File: config.mk
export PLATFORM = sky130hd
export DESIGN_NAME = multi_range_tracker
export DESIGN_NICKNAME = d
export VERILOG_FILES = /design/src/rtl/multi_range_tracker.sv
export SDC_FILE = /design/constraint.sdc
export NUM_CORES = 1
export LEC_CHECK = 0
export BUFFER_PORTS_ARGS = -buffer_cell sky130_fd_sc_hd__buf_2
export CAP_MARGIN = 20
export CORE_MARGIN = 2
export CORE_UTILIZATION = 50
export CTS_CLUSTER_DIAMETER = 120
export DETAILED_ROUTE_END_ITERATION = 8
export PLACE_DENSITY = 0.68
export SYNTH_ARGS = -nofsm -noshare
export SYNTH_HDL_FRONTEND = slang
export SYNTH_SLANG_ARGS = --single-unit
export TNS_END_PERCENT = 1
File: constraint.sdc
create_clock -name clock -period 9.5 [get_ports clock]
set_input_delay 2.375 -clock clock [delete_from_list [all_inputs] [get_ports clock]]
set_output_delay 2.375 -clock clock [all_outputs]
set_load 0.05 [all_outputs]
File: src/rtl/multi_range_tracker.sv
// multi_range_tracker
//   Per-channel min / max / sample-count tracker over a go..finish session on a
//   shared, channel-tagged sample stream.  On finish it drains one registered
//   result record per channel over a valid/ready port, channel 0 first.
//   Optional build macro SIGNED_MODE_EN: compare samples as two's complement
//   (clear values min=0111..1, max=1000..0); otherwise unsigned compare
//   (clear values min=1111..1, max=0000..0).  Ports are identical either way.
module multi_range_tracker #(
   parameter int  WIDTH     = 16,
   parameter int  CHANNELS  = 4,
   parameter int  CNT_WIDTH = 16,
   localparam int CH_W      = (CHANNELS > 1) ? $clog2(CHANNELS) : 1
) (
   input  logic                 clock,
   input  logic                 reset,
   input  logic                 go,
   input  logic                 finish,
   input  logic                 in_valid,
   input  logic [CH_W-1:0]      in_ch,
   input  logic [WIDTH-1:0]     data_in,
   input  logic                 out_ready,
   output logic                 out_valid,
   output logic [CH_W-1:0]      out_ch,
   output logic [WIDTH-1:0]     out_min,
   output logic [WIDTH-1:0]     out_max,
   output logic [WIDTH-1:0]     out_range,
   output logic [CNT_WIDTH-1:0] out_count,
   output logic                 out_empty,
   output logic                 busy,
   output logic                 debug_error
);

   typedef enum logic [1:0] {
      ST_IDLE  = 2'd0,
      ST_RUN   = 2'd1,
      ST_DRAIN = 2'd2,
      ST_ERROR = 2'd3
   } state_t;

   localparam logic [CNT_WIDTH-1:0] CNT_MAX  = {CNT_WIDTH{1'b1}};
   localparam logic [CNT_WIDTH-1:0] CNT_ZERO = {CNT_WIDTH{1'b0}};
   localparam logic [WIDTH-1:0]     VAL_ZERO = {WIDTH{1'b0}};
   localparam logic [CH_W-1:0]      CH_ZERO  = {CH_W{1'b0}};
   // One extra bit so the range test never degenerates for power-of-two counts.
   localparam logic [CH_W:0]        CH_LIMIT = (CH_W + 1)'(CHANNELS);
   localparam logic [CH_W-1:0]      LAST_CH  = CH_W'(CHANNELS - 1);

`ifdef SIGNED_MODE_EN
   localparam logic [WIDTH-1:0] MIN_CLR = {1'b0, {(WIDTH-1){1'b1}}};
   localparam logic [WIDTH-1:0] MAX_CLR = {1'b1, {(WIDTH-1){1'b0}}};
`else
   localparam logic [WIDTH-1:0] MIN_CLR = {WIDTH{1'b1}};
   localparam logic [WIDTH-1:0] MAX_CLR = {WIDTH{1'b0}};
`endif

   // Ordering used for both min and max tracking (a strictly below b).
   function automatic logic is_less(input logic [WIDTH-1:0] a, input logic [WIDTH-1:0] b);
`ifdef SIGNED_MODE_EN
      return ($signed(a) < $signed(b));
`else
      return (a < b);
`endif
   endfunction

   state_t                 state_r;
   state_t                 state_nxt_s;
   logic                   clear_s;
   logic                   apply_s;
   logic                   ch_ok_s;
   logic                   accept_s;
   logic                   last_s;

   logic [WIDTH-1:0]       min_r      [CHANNELS];
   logic [WIDTH-1:0]       max_r      [CHANNELS];
   logic [CNT_WIDTH-1:0]   cnt_r      [CHANNELS];
   logic [WIDTH-1:0]       base_min_s [CHANNELS];
   logic [WIDTH-1:0]       base_max_s [CHANNELS];
   logic [CNT_WIDTH-1:0]   base_cnt_s [CHANNELS];
   logic [CHANNELS-1:0]    hit_s;
   logic [WIDTH-1:0]       min_nxt_s  [CHANNELS];
   logic [WIDTH-1:0]       max_nxt_s  [CHANNELS];
   logic [CNT_WIDTH-1:0]   cnt_nxt_s  [CHANNELS];

   logic [CH_W-1:0]        sel_ch_r;
   logic [CH_W-1:0]        sel_ch_nxt_s;
   logic [WIDTH-1:0]       sel_min_s;
   logic [WIDTH-1:0]       sel_max_s;
   logic [CNT_WIDTH-1:0]   sel_cnt_s;
   logic                   sel_empty_s;

   logic                   out_valid_r;
   logic [WIDTH-1:0]       out_min_r;
   logic [WIDTH-1:0]       out_max_r;
   logic [WIDTH-1:0]       out_range_r;
   logic [CNT_WIDTH-1:0]   out_count_r;
   logic                   out_empty_r;
   logic                   busy_r;
   logic                   debug_error_r;

   assign ch_ok_s  = ({1'b0, in_ch} < CH_LIMIT);
   assign accept_s = (state_r == ST_DRAIN) && out_ready;
   assign last_s   = (sel_ch_r == LAST_CH);

   // Next-state logic, plus the per-edge clear / sample-apply strobes.
   always_comb begin
      state_nxt_s = state_r;
      clear_s     = 1'b0;
      apply_s     = 1'b0;
      case (state_r)
         ST_IDLE: begin
            if (finish) begin
               state_nxt_s = ST_ERROR;
            end else if (go) begin
               state_nxt_s = ST_RUN;
               clear_s     = 1'b1;
               apply_s     = in_valid && ch_ok_s;
            end else begin
               state_nxt_s = ST_IDLE;
            end
         end
         ST_RUN: begin
            apply_s = in_valid && ch_ok_s;
            if (in_valid && !ch_ok_s) begin
               state_nxt_s = ST_ERROR;
            end else if (go && finish) begin
               state_nxt_s = ST_ERROR;
            end else if (finish) begin
               state_nxt_s = ST_DRAIN;
            end else begin
               state_nxt_s = ST_RUN;
            end
         end
         ST_DRAIN: begin
            if (accept_s && last_s) begin
               state_nxt_s = ST_IDLE;
            end else begin
               state_nxt_s = ST_DRAIN;
            end
         end
         ST_ERROR: begin
            if (go && !finish) begin
               state_nxt_s = ST_RUN;
               clear_s     = 1'b1;
               apply_s     = in_valid && ch_ok_s;
            end else begin
               state_nxt_s = ST_ERROR;
            end
         end
         default: begin
            state_nxt_s = ST_IDLE;
         end
      endcase
   end

   // Per-channel starting point for this edge: cleared values on go, else stored.
   always_comb begin
      for (int c = 0; c < CHANNELS; c++) begin
         hit_s[c]      = apply_s && (in_ch == CH_W'(c));
         base_min_s[c] = clear_s ? MIN_CLR : min_r[c];
         base_max_s[c] = clear_s ? MAX_CLR : max_r[c];
         base_cnt_s[c] = clear_s ? CNT_ZERO : cnt_r[c];
      end
   end

   // Fold the incoming sample into its channel; count saturates, min/max never stop.
   always_comb begin
      for (int c = 0; c < CHANNELS; c++) begin
         min_nxt_s[c] = (hit_s[c] && is_less(data_in, base_min_s[c])) ? data_in : base_min_s[c];
         max_nxt_s[c] = (hit_s[c] && is_less(base_max_s[c], data_in)) ? data_in : base_max_s[c];
         cnt_nxt_s[c] = (hit_s[c] && (base_cnt_s[c] != CNT_MAX)) ?
                        (base_cnt_s[c] + CNT_WIDTH'(1)) : base_cnt_s[c];
      end
   end

   // Drain pointer: 0 on entry to DRAIN, +1 per accepted record, 0 outside DRAIN.
   always_comb begin
      sel_ch_nxt_s = sel_ch_r;
      if (state_nxt_s != ST_DRAIN) begin
         sel_ch_nxt_s = CH_ZERO;
      end else if (state_r != ST_DRAIN) begin
         sel_ch_nxt_s = CH_ZERO;
      end else if (accept_s) begin
         sel_ch_nxt_s = sel_ch_r + CH_W'(1);
      end else begin
         sel_ch_nxt_s = sel_ch_r;
      end
   end

   // The record is taken from next-edge channel values so a sample arriving
   // with finish is already part of channel 0's record.
   assign sel_min_s   = min_nxt_s[sel_ch_nxt_s];
   assign sel_max_s   = max_nxt_s[sel_ch_nxt_s];
   assign sel_cnt_s   = cnt_nxt_s[sel_ch_nxt_s];
   assign sel_empty_s = (sel_cnt_s == CNT_ZERO);

   // State, drain pointer and per-channel statistics registers.
   always_ff @(posedge clock or posedge reset) begin
      if (reset) begin
         state_r  <= ST_IDLE;
         sel_ch_r <= CH_ZERO;
         for (int c = 0; c < CHANNELS; c++) begin
            min_r[c] <= MIN_CLR;
            max_r[c] <= MAX_CLR;
            cnt_r[c] <= CNT_ZERO;
         end
      end else begin
         state_r  <= state_nxt_s;
         sel_ch_r <= sel_ch_nxt_s;
         for (int c = 0; c < CHANNELS; c++) begin
            min_r[c] <= min_nxt_s[c];
            max_r[c] <= max_nxt_s[c];
            cnt_r[c] <= cnt_nxt_s[c];
         end
      end
   end

   // Registered result record and status flags, all zero outside their states.
   always_ff @(posedge clock or posedge reset) begin
      if (reset) begin
         out_valid_r   <= 1'b0;
         out_min_r     <= VAL_ZERO;
         out_max_r     <= VAL_ZERO;
         out_range_r   <= VAL_ZERO;
         out_count_r   <= CNT_ZERO;
         out_empty_r   <= 1'b0;
         busy_r        <= 1'b0;
         debug_error_r <= 1'b0;
      end else begin
         busy_r        <= (state_nxt_s == ST_RUN) || (state_nxt_s == ST_DRAIN);
         debug_error_r <= (state_nxt_s == ST_ERROR);
         if (state_nxt_s == ST_DRAIN) begin
            out_valid_r <= 1'b1;
            out_min_r   <= sel_empty_s ? VAL_ZERO : sel_min_s;
            out_max_r   <= sel_empty_s ? VAL_ZERO : sel_max_s;
            out_range_r <= sel_empty_s ? VAL_ZERO : (sel_max_s - sel_min_s);
            out_count_r <= sel_cnt_s;
            out_empty_r <= sel_empty_s;
         end else begin
            out_valid_r <= 1'b0;
            out_min_r   <= VAL_ZERO;
            out_max_r   <= VAL_ZERO;
            out_range_r <= VAL_ZERO;
            out_count_r <= CNT_ZERO;
            out_empty_r <= 1'b0;
         end
      end
   end

   assign out_valid   = out_valid_r;
   assign out_ch      = sel_ch_r;
   assign out_min     = out_min_r;
   assign out_max     = out_max_r;
   assign out_range   = out_range_r;
   assign out_count   = out_count_r;
   assign out_empty   = out_empty_r;
   assign busy        = busy_r;
   assign debug_error = debug_error_r;

endmodule

==> impl_metrics.tcl, run 1 <==
set metrics [dict create \
    critPathMaxFanout 62 \
    synth_edf_count 0 \
    hpwl_mm 33.54 \
    critPathArrivalTime_ns 9.01 \
    vias 13430 \
    ant_nets 0 \
    cts_setup_buffers 0 \
    fin_crit_sh_pct 90.42 \
    dpl_worst_slack_ns 0.4340 \
    die_x_um 184.7 \
    numCtsBuffers 30 \
    synth_top_area_share_pct 30.64 \
    worstRegToRegCells 24 \
    ios 94 \
    drtIter0Drc 1085 \
    die_y_um 184.7 \
    p_leak_uw 0.008720 \
    maxSlewHeadroom_pct 26.83 \
    maxSlewViolCount 0 \
    path_class "in -> reg" \
    cts_max_level 1 \
    crit_path_start "finish" \
    syn_inst 1734 \
    ir_drop_mv 0.1642 \
    grt_max_degree 193 \
    clock.fmax_ghz 0.1164 \
    avgSynthCellArea_um2 9.419 \
    synth_ff_type "dfrtp_1" \
    cts_hold_buf 0 \
    finalSetupViolations 0 \
    synth_seq_cells 264 \
    finalWeightedCongestion 0.9075 \
    grt_pass1_vias 13340 \
    dr.pass1.iters 6 \
    portBuffers 93 \
    worstReg2RegStart "state_r[0]" \
    hp-class "reg -> reg" \
    max-cap-violations 0 \
    tightest_slew_ns 1.070 \
    area_growth_pct 11.90 \
    setup_ws_ns 0.9105 \
    crit_end "out_range[14]" \
    synth_top_area_cell "dfrtp_1" \
    powerDensity_nw_per_um2 287.4 \
    reg2reg_to "out_range[14]" \
    rows 66 \
    yosysSeqAreaShare_pct 40.94 \
    antenna_found_initial 2 \
    fin_setup_tns_ns 0 \
    clock_skew_ns 0.01147 \
    cts_tree "yes" \
    ys_warn_count 0 \
    nets 1974 \
    status "finished clean" \
    fin_crit_ns 8.590 \
    die_area_um2 34130 \
    cts_resized 0 \
    routed_wirelength_mm 46.94 \
    core_area_um2 32370 \
    syn-cell-area_um2 16330 \
    cts_sinks 264 \
    clk_path_buf_depth 3 \
    final-hold-violation-count 0 \
    grt_overflow_total 0 \
    path_clk_slew_ns 0.06 \
    clk_latency_ns 0.56 \
    cp.required_ns 9.92 \
    ys_types 78 \
    n_fill_cell 2906 \
    drc 0 \
    n_antenna_cell 0 \
    cp-end-kind "register" \
    dpl_cell_area_um2 17270 \
    cp-start-kind "input port" \
    final_layout_size_suffix_gt1_share_pct 16.33 \
    syn-num-nets 1907 \
    vias_per_cell 5.926 \
    r2r_slack_ns 2.17 \
    wl_per_cell_um 20.71 \
    grt_pass1_wl_mm 73.64 \
    final_core_util_pct 56.45 \
    synthArstFlopShare_pct 100.0 \
    fin_area_um2 18280 \
    totalPowerFinal_uw 5253 \
    synth_area_leaders "dfrtp_1, ha_1, dfstp_2" \
    root_buffer "clkbuf_16" \
    rsz0062_at_grt "false" \
    grt_usage_pct 27.74 \
    start_util_pct 50.45 \
]
[synth_stat cells, drive strengths merged (4+ instances only)]
master / n
a2111oi: 10
a211o: 4
a211oi: 9
a21o: 10
a21oi: 117
a31oi: 13
a41oi: 5
and2: 77
and3: 19
and4: 10
buf: 25
clkbuf: 58
dfrtp: 200
dfstp: 64
ha: 148
inv: 68
mux2: 37
mux2i: 85
nand2: 141
nand2b: 10
nand3: 39
nand4: 36
nor2: 195
nor2b: 10
nor3: 68
nor3b: 5
nor4: 16
o2111ai: 5
o211ai: 35
o21a: 11
o21ai: 60
o311a: 5
o31a: 5
o31ai: 12
or2: 8
or3: 6
or4: 10
xnor2: 31
xor2: 23
[stage by stage]
stage | instances | hold slack (ns)
final | 2267 | 0.5553
after global routing | 2267 | 0.6009
after CTS | 2267 | 0.5692
after detailed placement | 2211 | 0.5515
after global placement | 2211 | 0.5320
after floorplan | 1734 | 0.4813
[sequential cells by signal, indices dropped and copies added (netlist names)]
signal	count
out_count	16
busy	1
out_range	16
out_ch	2
out_max	16
cnt_r	64
out_valid	1
state_r	2
max_r	64
out_empty	1
out_min	16
debug_error	1
min_r	64
[cell families after synthesis]
group	synth area share (%)
xor gates and xnor gates	2.896
DFF	40.94
AOI/OAI and AO/OA	13.24
buffers and inverters	3.685
and+or+nand+nor	19.74
adders and majority gates	11.46
muxes	8.036
[final cells by class]
type                            instances  area, um^2  area share [%]
Inverter                               69       262.8           1.438
Clock buffer                           43       890.9           4.875
Multi-Input combinational cell       1318        9089           49.73
Tap cell                              442       553.0           3.026
Timing Repair Buffer                  118       678.2           3.711
Clock inverter                         13       115.1          0.6299
Sequential cell                       264        6686           36.59
[metal layers]
| layer | vias up | share of wire, % | global-route usage [%] |
|---|---|---|---|
| li1 | 6359 | - | - |
| met1 | 6532 | 42 | 35.58 |
| met2 | 415 | 48 | 47.01 |
| met3 | 126 | 4.5 | 2.865 |
| met4 | 2 | 5.0 | 13.40 |
| met5 | - | 0.034 | 0 |
[worst min-delay path by stage]
stage / start / slack (ns) / depth (start not counted) / endpoint
final: cnt_r[31] / 0.56 / 1 / cnt_r[31]
after floorplan: cnt_r[31] / 0.48 / 1 / cnt_r[31]
after detailed placement: max_r[48] / 0.55 / 2 / max_r[48]
after global routing: max_r[63] / 0.60 / 2 / max_r[63]
after global placement: cnt_r[31] / 0.53 / 1 / cnt_r[31]
after CTS: max_r[48] / 0.57 / 2 / max_r[48]
[where the power goes]
group | total [uW] | internal, uW | switching (uW) | leakage (uW)
Sequential | 1680 | 1550 | 134 | 0.00339
Clock | 1180 | 701 | 481 | 0.000501
Combinational | 2390 | 847 | 1540 | 0.00483
Total | 5250 | 3100 | 2160 | 0.00872
[cells in the final DEF (no fill, tap or decap), types with 31 or more instances in the layout]
cell	n
and2_1	77
dfstp_2	64
ha_1	148
dfrtp_1	200
inv_1	66
a21oi_1	114
mux2i_1	85
nand4_1	36
clkbuf_16	31
o211ai_1	35
nand3_1	37
o21ai_0	60
nor3_1	67
xnor2_1	31
buf_2	93
nand2_1	141
mux2_2	37
nor2_1	194
[worst max-delay path, cell delays in order]
cell	delay [ns]
buf_2	0.10
nand2b_1	0.47
nor3_4	0.57
buf_12	0.32
nor2_1	0.11
ha_1	0.32
a2111oi_0	0.35
o21ai_0	0.19
o21ai_0	0.29
o211ai_1	0.14
buf_4	0.25
mux2i_1	0.24
nand2_1	0.08
nand3_1	0.11
a21boi_0	0.61
ha_1	0.28
fa_1	0.18
nor2b_1	0.06
o21ai_0	0.20
a21boi_0	0.15
o21ai_0	0.17
nand2b_1	0.11
a21oi_1	0.20
o21ai_0	0.17
o41ai_1	0.57
mux2i_1	0.26
a31oi_1	0.09
(Power assumes the default switching activity.)
==> run 2, diff against run 1 <==
--- a/config.mk
+++ b/config.mk
@@ -5,8 +5,9 @@
 export SDC_FILE = /design/constraint.sdc
 export NUM_CORES = 1
 export LEC_CHECK = 0
+export ABC_AREA = 1
 export BUFFER_PORTS_ARGS = -buffer_cell sky130_fd_sc_hd__buf_2
-export CAP_MARGIN = 20
+export CAP_MARGIN = 5
 export CORE_MARGIN = 2
 export CORE_UTILIZATION = 50
 export CTS_CLUSTER_DIAMETER = 120
==> run 2 against run 1 <==
Die area increased by 10%. Critical path type unchanged. Combinational power is 24% higher. Largest cell class unchanged. Clock-buffer cell count down 8.
==> impl_metrics.tcl, run 2 <==
set metrics [dict create \
    rows 69 \
    portBuffers 93 \
    hp-class "reg -> reg" \
    fin_crit_ns 7.678 \
    maxSlewHeadroom_pct 29.56 \
    synth_seq_cells 264 \
    syn_inst 2493 \
    die_x_um 194.0 \
    wl_per_cell_um 16.34 \
    max_stage_delay_ns 0.62 \
    p_leak_uw 0.01154 \
    powerDensity_nw_per_um2 292.1 \
    syn-cell-area_um2 18050 \
    max-cap-violations 0 \
    grt_pass1_wl_mm 80.87 \
    cp.required_ns 10.03 \
    ant_nets 0 \
    grt_usage_pct 26.38 \
    grt_pass1_vias 15770 \
    status "finished clean" \
    synth_ff_type "dfrtp_1" \
    final_cell_mix "nand2_1, inv_1, nand3_1, dfrtp_1, nor2_1" \
    routed_wirelength_mm 49.56 \
    clk_latency_ns 0.60 \
    ys_warn_count 0 \
    synth_top_area_cell "dfrtp_1" \
    cts_max_level 1 \
    synthArstFlopShare_pct 100.0 \
    yosysSeqAreaShare_pct 37.04 \
    start_util_pct 50.75 \
    finalSetupViolations 0 \
    layout.cells.most_common "nand2_1" \
    tightest_slew_ns 1.055 \
    syn-num-nets 2666 \
    maxSlewViolCount 0 \
    rsz0062_at_grt "false" \
    drtIter0Drc 1117 \
    grt_overflow_total 0 \
    finalWeightedCongestion 0.9198 \
    clk_path_buf_depth 3 \
    path_clk_slew_ns 0.06 \
    cp_slowest_cell "nand2_1" \
    vias_per_cell 5.317 \
    fin_setup_tns_ns 0 \
    ir_drop_mv 0.1629 \
    path_class "in -> reg" \
    synth_top_area_share_pct 27.73 \
    drc 0 \
    die_y_um 194.0 \
    hpwl_mm 35.09 \
    vias 16130 \
    cts_setup_buffers 0 \
    yosys.cell_count.top_type "nand2_1" \
    cts_sinks 264 \
    cts_hold_buf 0 \
    critPathMaxFanout 52 \
    cts_resized 0 \
    cp-end-kind "register" \
    dr.pass1.iters 7 \
    ios 94 \
    ys_types 44 \
    synth_edf_count 0 \
    core_area_um2 35570 \
    fin_crit_sh_pct 80.82 \
    root_buffer "clkbuf_16" \
    placed_cells 2975 \
    clock_skew_ns 0.03048 \
    cts_tree "yes" \
    final_layout_size_suffix_gt1_share_pct 14.04 \
    final-hold-violation-count 0 \
    synth_common_cells "nand2_1, inv_1, dfrtp_1, nand3_1, nor2_1" \
    cp-start-kind "input port" \
    critPathArrivalTime_ns 8.21 \
    nets 2720 \
    numCtsBuffers 31 \
    final_cells 3033 \
    die_area_um2 37640 \
    synth_area_leaders "dfrtp_1, nand2_1, ha_1" \
    antenna_found_initial 0 \
    area_growth_pct 9.503 \
    clock.fmax_ghz 0.1302 \
    reg_top3 "cnt_r (64), max_r (64), min_r (64)" \
    avgSynthCellArea_um2 7.241 \
    grt_max_degree 73 \
]
==> run 2: cell count changes in the layout (fill, tap and decap cells not counted), sizes merged, moves of 37 or more <==
cell and change:
and2 -74, mux2 -37, o21ai +92, inv +254, nand2 +656, nor3 -57, a21oi -38, nand3 +163
mux2i -85, or2 +49
==> run 2: worst max-delay path: cells and delay by family <==
kind / cells / cell delay, ns
compound gates: 9 / 2.29
simple gates: 15 / 2.15
buf+inv: 5 / 0.77
fa+ha+maj: 2 / 0.53
==> run 2: cell families (layout without fill, tap and decap cells) <==
logic type / Yosys count / after routing / synth area share, %
xor gates and xnor gates: 41 / 41 / 1.989
adders and majority gates: 149 / 149 / 10.37
buffers and inverters: 422 / 500 / 9.649
and+or+nand+nor: 1305 / 1305 / 31.05
AOI/OAI and AO/OA: 312 / 312 / 9.905
other: 0 / 1 / 0
DFF: 264 / 264 / 37.04
==> run 2: report_power, final <==
part	internal, uW	switching [uW]
logic	961	2010
registers	1520	81.3
clock network	676	524
total	3160	2610
==> run 2: per-layer routing <==
metal | track usage (%) | vias up | part of all wire (%)
met2 | 46.13 | 396 | 48
li1 | - | 8059 | -
met4 | 10.94 | 0 | 4.4
met3 | 2.783 | 99 | 4.2
met1 | 33.27 | 7573 | 43
met5 | 0 | - | 0
==> run 2: area by class of cell <==
class / count / area, um^2
fillers: 3427 / 15800
multi-input cells: 1807 / 9628
flip-flops and latches: 264 / 6686
inverters: 330 / 1244
clock buffers: 35 / 810.8
repair buffers: 113 / 615.6
well taps: 461 / 576.8
clock inverters: 22 / 202.7
diodes: 1 / 2.502
==> run 2: stage by stage <==
stage / area, um^2 / setup slack (ns) / hold WS, ns / total power [uW] / util [%]
2_1_floorplan: 18050 / 2.273 / 0.5162 / 3906 / -
3_3_place_gp: 18750 / 1.406 / 0.5379 / 4504 / 52.72
3_5_place_dp: 18750 / 1.367 / 0.5454 / 4572 / 52.72
4_1_cts: 19760 / 1.948 / 0.5559 / 5803 / 55.56
5_1_grt: 19760 / 1.160 / 0.5818 / 6253 / 55.56
6_report: 19770 / 1.822 / 0.5530 / 5773 / 55.57
==> run 2: path summary, 6_finish.rpt <==
path,cells after the start,startpoint,slack [ns],endpoint
worst max-delay path,31,finish,1.82,out_range[15]
worst min register to register,2,max_r[48],0.55,max_r[48]
worst max register to register,33,state_r[0],3.00,out_range[15]
max in group asynchronous,4,reset,5.90,cnt_r[46]
worst min-delay path,2,max_r[48],0.55,max_r[48]
min in group asynchronous,3,reset,2.08,cnt_r[50]
==> run 3, diff against run 2 <==
--- a/config.mk
+++ b/config.mk
@@ -5,7 +5,7 @@
 export SDC_FILE = /design/constraint.sdc
 export NUM_CORES = 1
 export LEC_CHECK = 0
-export ABC_AREA = 1
+export ABC_AREA = 0
 export BUFFER_PORTS_ARGS = -buffer_cell sky130_fd_sc_hd__buf_2
 export CAP_MARGIN = 5
 export CORE_MARGIN = 2
==> constraint.sdc (replaced) <==
create_clock -name clock -period 6.2 [get_ports clock]
set_input_delay 1.55 -clock clock [delete_from_list [all_inputs] [get_ports clock]]
set_output_delay 1.55 -clock clock [all_outputs]
set_load 0.05 [all_outputs]
==> run 3 against run 2 <==
Clock skew shrank 0.011 ns. Via count shrank 5.5%. Sequential cell count is the same. Utilization grew 12 points. Non-clock buffer count grew 363. Final area grew 11%. First-iteration DRC count shrank 1.5%. Clock-buffer cell count grew 7. Cell count shrank 13%. Critical path type unchanged.
==> impl_metrics.tcl, run 3 (synthesis results as in run 1) <==
set metrics [dict create \
    nets 2332 \
    critPathArrivalTime_ns 6.58 \
    worstReg2RegStart "state_r[0]" \
    reg2reg_to "out_range[13]" \
    reg_top3 "cnt_r (64), max_r (64), min_r (64)" \
    layout.cells.most_common "buf_4" \
    crit_path_start "finish" \
    path_class "in -> reg" \
    final_layout_size_suffix_gt1_share_pct 34.46 \
    grt_usage_pct 30.31 \
    grt_overflow_total 0 \
    routed_wirelength_mm 53.75 \
    final_core_util_pct 67.97 \
    ir_drop_mv 0.3690 \
    vias 15240 \
    fin_area_um2 22000 \
    dpl_worst_slack_ns -1.058 \
    r2r_slack_ns 0.37 \
    cts_sinks 264 \
    dpl_cell_area_um2 19670 \
    critPathMaxFanout 7 \
    multiInputGateArea_um2 9796 \
    fin_crit_ns 6.130 \
    root_buffer "clkbuf_16" \
    p_leak_uw 0.01063 \
    n_fill_cell 2492 \
    cp.required_ns 6.65 \
    maxSlewViolCount 0 \
    hold_path_end "max_r[48]" \
    final_cell_mix "buf_4, dfrtp_1, nor2_1" \
    ant_nets 0 \
    hold_depth 2 \
    powerDensity_nw_per_um2 439.3 \
    clock_skew_ns 0.01998 \
    numCtsBuffers 30 \
    core_area_um2 32370 \
    cts_tree "yes" \
    rows 66 \
    seq_area_um2 6686 \
    clk_latency_ns 0.57 \
    hp-class "reg -> reg" \
    cp-end-kind "register" \
    clock.fmax_ghz 0.1631 \
    portBuffers 93 \
    grt_max_degree 109 \
    final-hold-violation-count 0 \
    drtIter0Drc 1100 \
    area_growth_pct 34.72 \
    tightest_slew_ns 0.8944 \
    finalSetupViolations 0 \
    worst_hold_startpoint "max_r[48]" \
    status "finished clean" \
    ios 94 \
    maxSlewHeadroom_pct 40.37 \
    setup_ws_ns 0.07043 \
    grt_pass1_wl_mm 80.84 \
    start_util_pct 50.45 \
    clk_path_buf_depth 3 \
    antenna_found_initial 0 \
    n_antenna_cell 0 \
    die_y_um 184.7 \
    finalWeightedCongestion 0.9422 \
    wl_per_cell_um 20.49 \
    grt_pass1_vias 15080 \
    cts_hold_buf 0 \
    hpwl_mm 38.58 \
    cts_max_level 1 \
    fin_crit_sh_pct 98.86 \
    vias_per_cell 5.808 \
    dr.pass1.iters 6 \
    die_x_um 184.7 \
    rsz0062_at_grt "true" \
    die_area_um2 34130 \
    drc 0 \
    cp-start-kind "input port" \
    worstRegToRegCells 26 \
    max-cap-violations 0 \
    path_clk_slew_ns 0.06 \
]
run 3: cell types whose count changed in the layout (fill, tap and decap cells not counted), moves of 73 or more:
cell,change
and2_1,+73
nand3_1,-165
inv_1,-244
buf_4,+320
nand2_1,-644
o21ai_0,-107
run 3: metal layers:
layer | track usage, % | vias to the layer above | wire, um
li1 | - | 7086 | -
met1 | 37.49 | 7455 | 21930
met2 | 51.97 | 538 | 25990
met3 | 4.228 | 160 | 2734
met4 | 14.98 | 0 | 3091
met5 | 0 | - | 0
run 3: stage by stage:
| stage | hold slack, ns | power (uW) | setup TNS, ns | cells |
|---|---|---|---|---|
| CTS | 0.5391 | 9097 | -0.005771 | 2580 |
| finish | 0.5525 | 9666 | 0 | 2624 |
| floorplan | 0.4813 | 5222 | -29.37 | 1734 |
| global route | 0.6004 | 10220 | -0.3302 | 2624 |
| detailed placement | 0.5230 | 7105 | -23.58 | 2513 |
| global placement | 0.5187 | 6998 | -20.50 | 2513 |
run 3: critical path, cell delays in order:
cell,delay [ns]
buf_6,0.09
buf_6,0.10
nand2b_4,0.14
nor3_4,0.20
buf_6,0.15
clkbuf_16,0.16
nor2_2,0.04
ha_1,0.27
nand4_1,0.16
nor2_1,0.07
o31a_1,0.33
o31ai_2,0.28
and4_4,0.32
buf_4,0.17
buf_6,0.17
mux2i_2,0.28
mux2i_1,0.10
mux2_2,0.36
ha_4,0.19
or3_1,0.42
a2111oi_4,0.33
nor3_2,0.12
a31oi_2,0.24
buf_4,0.14
xor2_1,0.15
nor2_1,0.05
run 3: how the worst max path moves through the flow:
| stage | to | depth (start not counted) | slack, ns |
|---|---|---|---|
| floorplan | out_range[14] | 32 | -2.21 |
| global placement | out_range[15] | 26 | -0.92 |
| detailed placement | out_range[14] | 28 | -1.06 |
| CTS | out_range[12] | 30 | -0.006 |
| global route | out_range[14] | 30 | -0.11 |
| finish | out_range[13] | 26 | 0.07 |
run 3: timing repair:
action | in CTS | in global routing
gates resized for setup | 23 | 153
cloned | 0 | 6
setup endpoints to repair | 7 | 48
pin swaps | 10 | 57
buffers inserted | 12 | 40
run 3: final cells by class:
type,count,share of cell area (%)
Multi-Input combinational cell,1318,44.52
Sequential cell,264,30.39
Timing Repair Buffer,476,16.55
Clock buffer,42,4.077
Tap cell,442,2.513
Inverter,69,1.206
Clock inverter,13,0.7393
run 3: where the power goes:
part / switching (uW) / leakage (uW) / internal [uW]
Sequential: 216 / 0.00339 / 2370
Clock: 734 / 0.000530 / 1160
Combinational: 2850 / 0.00671 / 2330
